## src/rtl/alu_24bit_pkg.sv

```systemverilog
// Shared width, shift-amount width and opcode encodings for the 24-bit ALU.
package alu_24bit_pkg;
   localparam int WIDTH   = 24;
   localparam int OP_W    = 3;
   localparam int SHAMT_W = 5;

   localparam logic [OP_W-1:0] OP_AND = 3'b000;
   localparam logic [OP_W-1:0] OP_OR  = 3'b001;
   localparam logic [OP_W-1:0] OP_ADD = 3'b010;
   localparam logic [OP_W-1:0] OP_SLT = 3'b011;
   localparam logic [OP_W-1:0] OP_XOR = 3'b100;
   localparam logic [OP_W-1:0] OP_NOR = 3'b101;
   localparam logic [OP_W-1:0] OP_SLL = 3'b110;
   localparam logic [OP_W-1:0] OP_SRL = 3'b111;
endpackage

```

## src/rtl/alu_24bit_1bit.sv

```systemverilog
// One bit-slice of the ripple ALU: operand inversion, full adder and op mux.
// Opcodes 110/111 yield 0 here; the top substitutes the shifter when enabled.
module alu_1bit
   import alu_24bit_pkg::*;
(
   input  logic            a,
   input  logic            b,
   input  logic            ainv,
   input  logic            binv,
   input  logic            cin,
   input  logic            less,
   input  logic [OP_W-1:0] op,
   output logic            res,
   output logic            cout,
   output logic            set
);
   logic a_eff;
   logic b_eff;
   logic sum;

   always_comb begin
      a_eff = a ^ ainv;
      b_eff = b ^ binv;
      sum   = a_eff ^ b_eff ^ cin;
      cout  = (a_eff & b_eff) | (cin & (a_eff ^ b_eff));
      set   = sum;
   end

   always_comb begin
      res = 1'b0;
      case (op)
         OP_AND:  res = a_eff & b_eff;
         OP_OR:   res = a_eff | b_eff;
         OP_ADD:  res = sum;
         OP_SLT:  res = less;
         OP_XOR:  res = a_eff ^ b_eff;
         OP_NOR:  res = ~(a_eff | b_eff);
         default: res = 1'b0;
      endcase
   end
endmodule

```

## src/rtl/alu_24bit.sv

```systemverilog
// 24-bit registered ALU built from a ripple chain of alu_1bit slices.
// Define ALU_SHIFT_EN to turn opcodes 110/111 into SLL/SRL; otherwise they give 0.
module alu_24bit
   import alu_24bit_pkg::*;
#(
   parameter int W = WIDTH
) (
   input  logic            clk,
   input  logic            reset,
   input  logic [W-1:0]    A,
   input  logic [W-1:0]    B,
   input  logic            AInvert,
   input  logic            BInvert,
   input  logic [OP_W-1:0] Operation,
   output logic            zero,
   output logic [W-1:0]    Result,
   output logic            overflow,
   output logic            COUT
);
   logic [W:0]   carry;
   logic [W-1:0] cell_res;
   logic [W-1:0] cell_set;
   logic         add_ovf;
   logic         less0;
   logic         unused_set_bits;

   logic [W-1:0] result_d, result_q;
   logic         zero_d, zero_q;
   logic         ovf_d, ovf_q;
   logic         cout_d, cout_q;

   assign carry[0] = BInvert;

   for (genvar i = 0; i < W; i++) begin : g_bit
      alu_1bit u_bit (
         .a    (A[i]),
         .b    (B[i]),
         .ainv (AInvert),
         .binv (BInvert),
         .cin  (carry[i]),
         .less ((i == 0) ? less0 : 1'b0),
         .op   (Operation),
         .res  (cell_res[i]),
         .cout (carry[i+1]),
         .set  (cell_set[i])
      );
   end

   // Signed overflow compares carry into and out of the MSB; SLT corrects the sign with it.
   assign add_ovf         = carry[W] ^ carry[W-1];
   assign less0           = cell_set[W-1] ^ add_ovf;
   assign unused_set_bits = &{1'b0, cell_set[W-2:0]};

`ifdef ALU_SHIFT_EN
   logic [W-1:0]       a_prep;
   logic [W-1:0]       b_prep;
   logic [SHAMT_W-1:0] shamt;
   logic               shamt_big;

   always_comb begin
      a_prep    = AInvert ? ~A : A;
      b_prep    = BInvert ? ~B : B;
      shamt     = b_prep[SHAMT_W-1:0];
      shamt_big = (int'(shamt) >= W);
   end
`endif

   always_comb begin
      result_d = cell_res;
      cout_d   = 1'b0;
      ovf_d    = 1'b0;
      case (Operation)
         OP_ADD, OP_SLT: begin
            cout_d = carry[W];
            ovf_d  = add_ovf;
         end
`ifdef ALU_SHIFT_EN
         OP_SLL:  result_d = shamt_big ? '0 : (a_prep << shamt);
         OP_SRL:  result_d = shamt_big ? '0 : (a_prep >> shamt);
`endif
         default: ;
      endcase
      zero_d = (result_d == '0);
   end

   always_ff @(posedge clk or posedge reset) begin
      if (reset) begin
         result_q <= '0;
         zero_q   <= 1'b1;
         ovf_q    <= 1'b0;
         cout_q   <= 1'b0;
      end else begin
         result_q <= result_d;
         zero_q   <= zero_d;
         ovf_q    <= ovf_d;
         cout_q   <= cout_d;
      end
   end

   assign Result   = result_q;
   assign zero     = zero_q;
   assign overflow = ovf_q;
   assign COUT     = cout_q;
endmodule

```

## config.mk

```make
export PLATFORM = sky130hd
export DESIGN_NAME = alu_24bit
export DESIGN_NICKNAME = d
export VERILOG_FILES = /design/src/rtl/alu_24bit_pkg.sv /design/src/rtl/alu_24bit_1bit.sv /design/src/rtl/alu_24bit.sv
export SDC_FILE = /design/constraint.sdc
export NUM_CORES = 1
export LEC_CHECK = 0
export BUFFER_PORTS_ARGS = -buffer_cell sky130_fd_sc_hd__buf_2
export CORE_MARGIN = 2
export CORE_UTILIZATION = 55
export CTS_BUF_LIST = sky130_fd_sc_hd__clkbuf_8
export DETAILED_ROUTE_END_ITERATION = 7
export PLACE_DENSITY = 0.81
export SYNTH_ARGS = -nofsm -noshare
export SYNTH_HDL_FRONTEND = slang
export SYNTH_SLANG_ARGS = --single-unit
```

## constraint.sdc

```tcl
create_clock -name clk -period 0.9 [get_ports clk]
set_clock_uncertainty 0.2 [all_clocks]
set_input_delay 0.09 -clock clk [delete_from_list [all_inputs] [get_ports clk]]
set_output_delay 0.09 -clock clk [all_outputs]
set_load 0.005 [all_outputs]
```

==> results.md, run 1 <==
- #FFs+latches synth: 27
- Total wire length: 13.1 mm
- Met2 GRT Util: 64.5%
- Top cell type's share of synthesized area: 17.3%
- Setup ws final: -8.33 ns
- Slowest cell on the critical path: fa_2
- Post-synthesis async set-or-reset flop share: 100%
- Total clock buffers created by CTS: 3
- Post-route DRC: 0
- Crit path time final: 9.23 ns
- FILL cells: 324
- Syn Nets: 529
- CP arrival: 9.21 ns
- Hold WC Path Type: primary input to asynchronous set/reset pin
- Vias/cell: 5.52
- Final period util: 1030%
- RSZ-0062 raised after global routing: yes
- Initial antenna violation count: 0
- Clk sinks: 27
- Die span in x: 86.7 um
- Largest stage delay, worst path: 0.52 ns
- Routability congestion estimate: 1.03
- Core region area: 6720 um2
- Met3 GRT Util: 6.00%
- Slew Viols, Final: 0
- Number of H-tree levels: 1
- Post-synth top flop: dfrtp_1
- Die Area: 7510 um2
- Worst vdd rail ir drop: 0.557 mV
- Number of endpoints failing setup at the final stage: 54
- Detailed-route via count: 3903
- Ports: 82
- Global-route wire length before repair: 20.0 mm
- GRT Util Overall: 35.3%
- Syn Std Cell Area: 3760 um2
- Die height: 86.7 um
- Critical Path Source Type: primary input
- Layout cell share with drive strength beyond 1: 52.5%
- CP most frequent cell: fa_2
- Worst-path clk slew: 0.08 ns
- Cells after synthesis: 402
- Pwr/cell area: 1170 nW/um2
- Pre-antenna DRT Iters: 5
- Relative slew slack: 69.4%
- Syn-to-layout area delta: 54.4%
- Distinct cells, synth: 45
- Setup crit end kind: register
- CTS tree: built
- Initial core utilization: 56.0%
- EDFF count, synth: 0
- Fin util: 86.4%
- Core Rows: 30
- Static Leakage: 3.09 nW
- Violated checks: setup timing
- Outcome: finished with violations
- Worst Tran Pin Value: 0.458 ns
- F_max: 108 MHz
- Routed len/inst: 18.5 um
- Largest net degree at the start of global routing: 28
- Synth top area cells: dfrtp_1, ha_1, fa_1, xor2_1, mux2i_1
- Grt peak-use layer: met2
- Total power: 0.00680 W
- Sequential cell area fraction in the yosys report: 18.0%
- Syn. warnings: 0
- Clock tree buffer depth: 2
- N_diodes: 0
- PortBufs: 81
- Vias in the first global route: 4080
- DP HPWL: 9.75 mm
- Initial DRC Count: 317
- Detail Route Antenna Nets: 0
- Worst EP required: 0.89 ns
- Max Cap Viol: 0
- NumNets Final: 755
- CP Class: primary input to register
- Setup slack at placement: -8.52 ns
- Synth area leader: dfrtp_1
- Final Hold Vio Count: 0
- Mapped Avg Cell Area: 9.35 um2
- Worst-path maximum fanout: 2
- Gr ovfl total: 0
- Met1 GRT Util: 38.8%
- CTS root buf: clkbuf_8
per-stage QoR:
step / area [um2] / std cells / hold WS (ns) / setup TNS (ns)
3_5_place_dp: 5440 / 694 / -0.0758 / -135.43
4_1_cts: 5750 / 704 / 0.159 / -130.38
2_1_floorplan: 3950 / 402 / -0.0580 / -126.53
3_3_place_gp: 5440 / 694 / -0.0783 / -133.78
5_1_grt: 5800 / 707 / 0.200 / -136.10
6_report: 5800 / 707 / 0.186 / -132.14
worst paths after layout:
kind                         startpoint  cells after the start              endpoint  slack [ns]
min in group clk           Operation[1]                      3  Result[13]$_DFF_PP0_        0.20
max in group asynchronous         reset                      4        zero$_DFF_PP1_        0.10
hold / removal                    reset                      4  Result[15]$_DFF_PP0_        0.19
setup / recovery                AInvert                     35        zero$_DFF_PP1_       -8.33
cell usage in the layout, fill, tap and decap left out, types with 3 or more instances in the layout:
| master | netlist | routed |
|---|---|---|
| fa_2 | 0 | 24 |
| a21oi_1 | 11 | 9 |
| dfrtp_1 | 26 | 26 |
| clkbuf_8 | 0 | 3 |
| buf_2 | 9 | 78 |
| nor2_1 | 8 | 7 |
| nor4_2 | 3 | 3 |
| o21ai_2 | 0 | 7 |
| buf_4 | 3 | 151 |
| nand2_1 | 5 | 5 |
| buf_12 | 1 | 4 |
| ha_1 | 48 | 46 |
| o21ai_0 | 26 | 9 |
| nor2b_1 | 12 | 11 |
| xor2_1 | 47 | 46 |
| o21ai_1 | 0 | 9 |
| inv_2 | 0 | 10 |
| nand3_1 | 4 | 4 |
| nand2b_4 | 0 | 3 |
| buf_6 | 1 | 7 |
| mux2_2 | 8 | 8 |
| o221ai_2 | 0 | 8 |
| inv_1 | 70 | 61 |
| nand2b_1 | 16 | 13 |
| o22a_1 | 4 | 4 |
| mux2i_1 | 27 | 26 |
flip-flops by register name, indices dropped and copies added, names as in the netlist:
signal	count
COUT	1
overflow	1
zero	1
Result	24
metal layers:
layer	up-vias	part of all wire [%]
met5	-	0
met4	0	5.2
met3	65	7.7
met2	222	51
met1	1854	37
li1	1762	-
cells by family after synthesis:
kind of cell / synth area share [%]
buf+inv: 10.3
fa+ha+maj: 28.8
compound gates: 10.8
simple gates: 9.82
xor+xnor: 11.9
mux: 10.4
flops: 18.0
power breakdown:
group / internal, W / total, W / switching [W] / leakage, nW
combinational: 0.00244 / 0.00475 / 0.00231 / 2.72
clock: 0.000305 / 0.000634 / 0.000329 / 0.0269
sequential: 0.00138 / 0.00142 / 0.0000357 / 0.345
cell type report:
type                       count  area (um2)  area share, %
multi-input combinational    284        3010           51.9
timing repair buffer         242        1710           29.4
sequential                    27         677           11.7
inverter                      70         263           4.53
tap                           80         100           1.72
clock buffer                   3        41.3          0.711
clock inverter                 1        3.75         0.0647
cells in the mapped netlist (3+ instances only):
cell type,number
nand2b_1,16
o21ai_0,26
o221ai_1,8
a21oi_1,11
xnor2_1,4
buf_4,3
buf_2,9
nor4_2,3
nand2_1,5
ha_1,48
nand3_1,4
mux2_2,8
nor2_1,8
o22a_1,4
inv_1,70
nor2b_1,12
dfrtp_1,26
xor2_1,47
fa_1,24
mux2i_1,27
clkbuf_1,5
repair_timing:
item	CTS	global route
hold buffers	1	0
pin swaps	19	6
hold endpoints to repair	27	0
endpoints found under the setup margin	54	54
gates resized for setup	49	12
buffers inserted	9	4
critical path, delay by kind of cell:
kind / cells / cell delay, ns
buf+inv: 5 / 0.30
mux: 1 / 0.15
xor+xnor: 1 / 0.13
compound gates: 2 / 0.31
fa+ha+maj: 23 / 7.71
simple gates: 3 / 0.49
Power figures use the tool's default switching activity.
==> run 2, diff against run 1 <==
Settings changed: CORE_MARGIN 2 to 5.
==> run 2 against run 1 <==
  * Highest routed layer unchanged
  * Count of clock-buffer cells in the layout unchanged
  * Global-route usage is 4.6 points lower
  * Critical path type unchanged
  * Wire length up 0.88%
  * The flow still finishes with violations (setup timing)
  * Die area up 14%
  * Largest cell class unchanged
==> results.md, run 2 (synthesized netlist as in run 1, its figures left out) <==
- Core Rows: 30
- Largest net degree at the start of global routing: 20
- Worst Tran Pin Value: 0.532 ns
- PortBufs: 81
- Gr ovfl total: 0
- Final period util: 1030%
- GRT Util Overall: 30.7%
- Worst vdd rail ir drop: 0.761 mV
- CP Class: primary input to register
- Core region area: 6720 um2
- Initial core utilization: 56.0%
- Worst-path maximum fanout: 3
- Number of endpoints failing setup at the final stage: 54
- CP arrival: 9.21 ns
- Static Leakage: 3.11 nW
- Outcome: finished with violations
- Setup ws final: -8.33 ns
- Hold WC Path Type: primary input to asynchronous set/reset pin
- Initial antenna violation count: 0
- Max reg flops: 24
- Pwr/cell area: 1180 nW/um2
- Routed len/inst: 18.6 um
- Vias/cell: 5.44
- Ports: 82
- Detailed-route via count: 3860
- Worst-path clk slew: 0.08 ns
- Crit path time final: 9.23 ns
- Pre-antenna DRT Iters: 5
- Sum of buffers and inverters on the critical path: 5
- Worst EP required: 0.88 ns
- FILL cells: 332
- Die height: 92.7 um
- RSZ-0062 raised after global routing: yes
- Global-route wire length before repair: 20.6 mm
- CTS tree: built
- N_diodes: 0
- Vias in the first global route: 4115
- Die Area: 8590 um2
- Largest stage delay, worst path: 0.53 ns
- Crit path max-delay family: adder cells
- DP HPWL: 9.89 mm
- Most frequent cells in the layout: buf_4, buf_2, inv_1
- Setup crit end kind: register
- Slowest cell on the critical path: fa_2
- Post-route DRC: 0
- Most common cell after layout, fill and taps aside: buf_4
- Hold_ws: 0.0838 ns
- Max Cap Viol: 0
- CP most frequent cell: fa_2
- Syn-to-layout area delta: 56.1%
- Initial DRC Count: 261
- Detail Route Antenna Nets: 0
- Layout cell share with drive strength beyond 1: 54.1%
- Relative slew slack: 64.5%
- NumNets Final: 758
- Final Hold Vio Count: 0
- Clk sinks: 27
- Clock tree buffer depth: 2
- Routability congestion estimate: 0.996
- Slew Viols, Final: 0
- Number of H-tree levels: 1
- Violated checks: setup timing
- Total clock buffers created by CTS: 3
- F_max: 108 MHz
- Die span in x: 92.7 um
- Total wire length: 13.2 mm
- Fin util: 87.3%
- CTS root buf: clkbuf_8
- Critical Path Source Type: primary input
==> run 2: per-stage QoR <==
| step | power (W) | setup TNS, ns | instances | setup slack (ns) | instance area [um2] |
|---|---|---|---|---|---|
| 3_3_place_gp | 0.00534 | -134.82 | 695 | -8.45 | 5420 |
| 4_1_cts | 0.00656 | -130.93 | 707 | -8.31 | 5780 |
| 2_1_floorplan | 0.00360 | -126.53 | 402 | -8.16 | 3950 |
| 3_5_place_dp | 0.00551 | -137.67 | 695 | -8.63 | 5420 |
| 6_report | 0.00695 | -131.42 | 710 | -8.33 | 5870 |
| 5_1_grt | 0.00743 | -134.77 | 710 | -8.54 | 5870 |
==> run 2: area by class of cell <==
class	count	area [um2]	area share, %
clock inverters	1	3.75	0.0640
inverters	70	263	4.48
repair buffers	245	1720	29.3
clock buffers	3	41.3	0.704
flip-flops and latches	27	677	11.5
well taps	80	100	1.71
multi-input cells	284	3070	52.3
==> run 2: how the worst max path moves through the flow <==
stage | startpoint | to | slack, ns | depth (start not counted)
3_3_place_gp | BInvert | zero$_DFF_PP1_ | -8.45 | 35
6_report | AInvert | zero$_DFF_PP1_ | -8.33 | 35
5_1_grt | AInvert | zero$_DFF_PP1_ | -8.54 | 36
3_5_place_dp | BInvert | zero$_DFF_PP1_ | -8.63 | 35
2_1_floorplan | BInvert | zero$_DFF_PP1_ | -8.16 | 35
4_1_cts | AInvert | zero$_DFF_PP1_ | -8.31 | 35
==> run 2: layer usage <==
metal / GRT usage (%) / vias to the layer above / share of wire (%)
li1: - / 1768 / -
met1: 38.1 / 1850 / 39
met2: 55.3 / 206 / 51
met3: 3.66 / 36 / 7.2
met4: 9.77 / 0 / 2.6
met5: 0 / - / 0
==> run 2: repair_timing <==
action	4_1_cts	5_1_grt
setup buffers	13	7
gates resized for setup	57	22
hold endpoints to repair	27	0
setup endpoints to repair	54	54
pin swaps	24	14
hold buffers	1	0
==> run 2: where the power goes <==
group | internal [W] | leakage [nW] | switching (W)
sequential | 0.00138 | 0.345 | 0.0000367
combinational | 0.00253 | 2.74 | 0.00238
clock | 0.000305 | 0.0269 | 0.000317
==> run 2: tightest hold or removal path, delay by kind of cell <==
kind	cells	cell delay, ns
buffers and inverters	3	0.83
==> run 3, diff against run 2 <==
==> constraint.sdc (replaced) <==
create_clock -name clk -period 0.9 [get_ports clk]
set_clock_uncertainty 0.2 [all_clocks]
set_input_delay 0.225 -clock clk [delete_from_list [all_inputs] [get_ports clk]]
set_output_delay 0.225 -clock clk [all_outputs]
set_load 0.005 [all_outputs]
==> run 3 against run 2 <==
  * The run ends with hold timing, setup timing left
  * Final cell count decreased by 1.8%
  * Die area unchanged
  * Non-clock buffer count fell by 13
  * Via count rose by 7.3%
  * Hold slack worse by 0.40 ns
==> results.md, run 3 (synthesized netlist as in run 1, its figures left out) <==
- Outcome: finished with violations
- Violated checks: hold timing, setup timing
- Setup crit end kind: register
- Clk sinks: 27
- Pre-antenna DRT Iters: 6
- Max reg flops: 24
- Setup crit start: AInvert
- Top sig layer: met4
- Crit path time final: 9.45 ns
- F_max: 106 MHz
- Internal cell power: 0.00418 W
- Final period util: 1050%
- Relative slew slack: 64.8%
- Detail Route Antenna Nets: 0
- Crit path max-delay family: adder cells
- Setup ws final: -8.55 ns
- Final Hold Vio Count: 27
- PortBufs: 81
- Die Area: 8590 um2
- Die height: 92.7 um
- Most frequent cells in the layout: buf_4, buf_2, inv_1
- CTS root buf: clkbuf_8
- CTS tree: built
- Fin util: 86.1%
- Placed Instances: 683
- Hold WC Path Type: primary input to asynchronous set/reset pin
- Post-route DRC: 0
- Worst-path clk slew: 0.08 ns
- Largest net degree at the start of global routing: 20
- Die span in x: 92.7 um
- Worst-path maximum fanout: 3
- Global-route wire length before repair: 20.6 mm
- Number of endpoints failing setup at the final stage: 54
- NumNets Final: 745
- Core Rows: 30
- Pwr/cell area: 1220 nW/um2
- Most common cell after layout, fill and taps aside: buf_4
- Slew Viols, Final: 0
- CP Class: primary input to register
- Critical Path Source Type: primary input
- Met3 Wirelength: 1.60 mm
- Clock power share: 8.8%
- FILL cells: 313
- Seq pwr share: 20.1%
- Worst vdd rail ir drop: 0.669 mV
- Switch Pwr: 0.00286 W
- Slowest cell on the critical path: fa_1
- GRT Util Overall: 30.2%
- Switching power share of the total: 40.6%
- Largest stage delay, worst path: 0.50 ns
- Total wire length: 14.8 mm
- Combinational share of power: 71.1%
- Syn-to-layout area delta: 53.8%
- Clock tree buffer depth: 2
- Gr ovfl total: 0
- M1 wire length: 5.10 mm
- Setup_tns: -141.84 ns
- Number of H-tree levels: 1
- Ports: 82
- Max Cap Viol: 0
- Worst Tran Pin Value: 0.523 ns
- DP HPWL: 9.53 mm
- Sum of buffers and inverters on the critical path: 7
- Routed len/inst: 21.2 um
- Routability congestion estimate: 0.944
- Met2 Wirelength: 7.20 mm
- Worst EP required: 0.88 ns
- Vias/cell: 5.94
- Initial antenna violation count: 0
- CP arrival: 9.43 ns
- RSZ-0062 raised after global routing: yes
- Detailed-route via count: 4143
- Total clock buffers created by CTS: 3
- Initial core utilization: 56.0%
- Initial DRC Count: 405
- CP most frequent cell: fa_2
- Core region area: 6720 um2
- Layout cell share with drive strength beyond 1: 53.0%
- Static Leakage: 3.05 nW
- Total power: 0.00704 W
- N_diodes: 0
- Layout Cells excl Fill: 697
- Hold_ws: -0.318 ns
- Vias in the first global route: 4228
-- run 3: cell count changes in the layout (fill, tap and decap cells not counted), moves of 2 or more --
cell	previous run	this run
o21ai_1	7	9
o21ai_2	11	8
buf_6	8	10
buf_4	156	140
-- run 3: layer usage --
layer	up-vias	track usage [%]
met4	0	12.8
met3	116	3.41
met1	1923	36.6
li1	1746	-
met2	358	54.1
met5	-	0
-- run 3: worst paths after layout --
path	cells after the start	end	slack (ns)
setup / recovery	36	zero$_DFF_PP1_	-8.55
hold / removal	2	Result[22]$_DFF_PP0_	-0.32
max in group asynchronous	3	Result[19]$_DFF_PP0_	0.50
min in group clk	5	Result[1]$_DFF_PP0_	0.33
-- run 3: per-stage QoR --
stage	worst slack (ns)	instance area (um2)	hold slack (ns)
floorplan	-8.30	3960	-0.0785
global placement	-8.56	5350	-0.0396
detailed placement	-8.76	5350	-0.0251
CTS	-8.46	5650	-0.306
global route	-8.73	5780	-0.307
finish	-8.55	5780	-0.318
-- run 3: power groups by stage --
stage          clock (W)  sequential (W)  combinational (W)
2_1_floorplan          0         0.00148            0.00212
3_3_place_gp           0         0.00144            0.00379
3_5_place_dp           0         0.00144            0.00401
4_1_cts         0.000615         0.00142            0.00438
5_1_grt         0.000687         0.00144            0.00529
6_report        0.000621         0.00141            0.00500
-- run 3: area by class of cell --
type                       instances  area [um2]  area share, %
multi-input combinational        284        3060           52.9
timing repair buffer             232        1630           28.3
sequential                        27         677           11.7
inverter                          70         267           4.61
tap                               80         100           1.73
clock buffer                       3        41.3          0.714
clock inverter                     1        3.75         0.0649
-- run 3: what timing repair did --
| action | 4_1_cts | 5_1_grt |
|---|---|---|
| setup endpoints to repair | 54 | 54 |
| setup buffers | 12 | 6 |
| pin swaps | 15 | 16 |
| hold endpoints to repair | 27 | 27 |
| resized for setup | 52 | 26 |
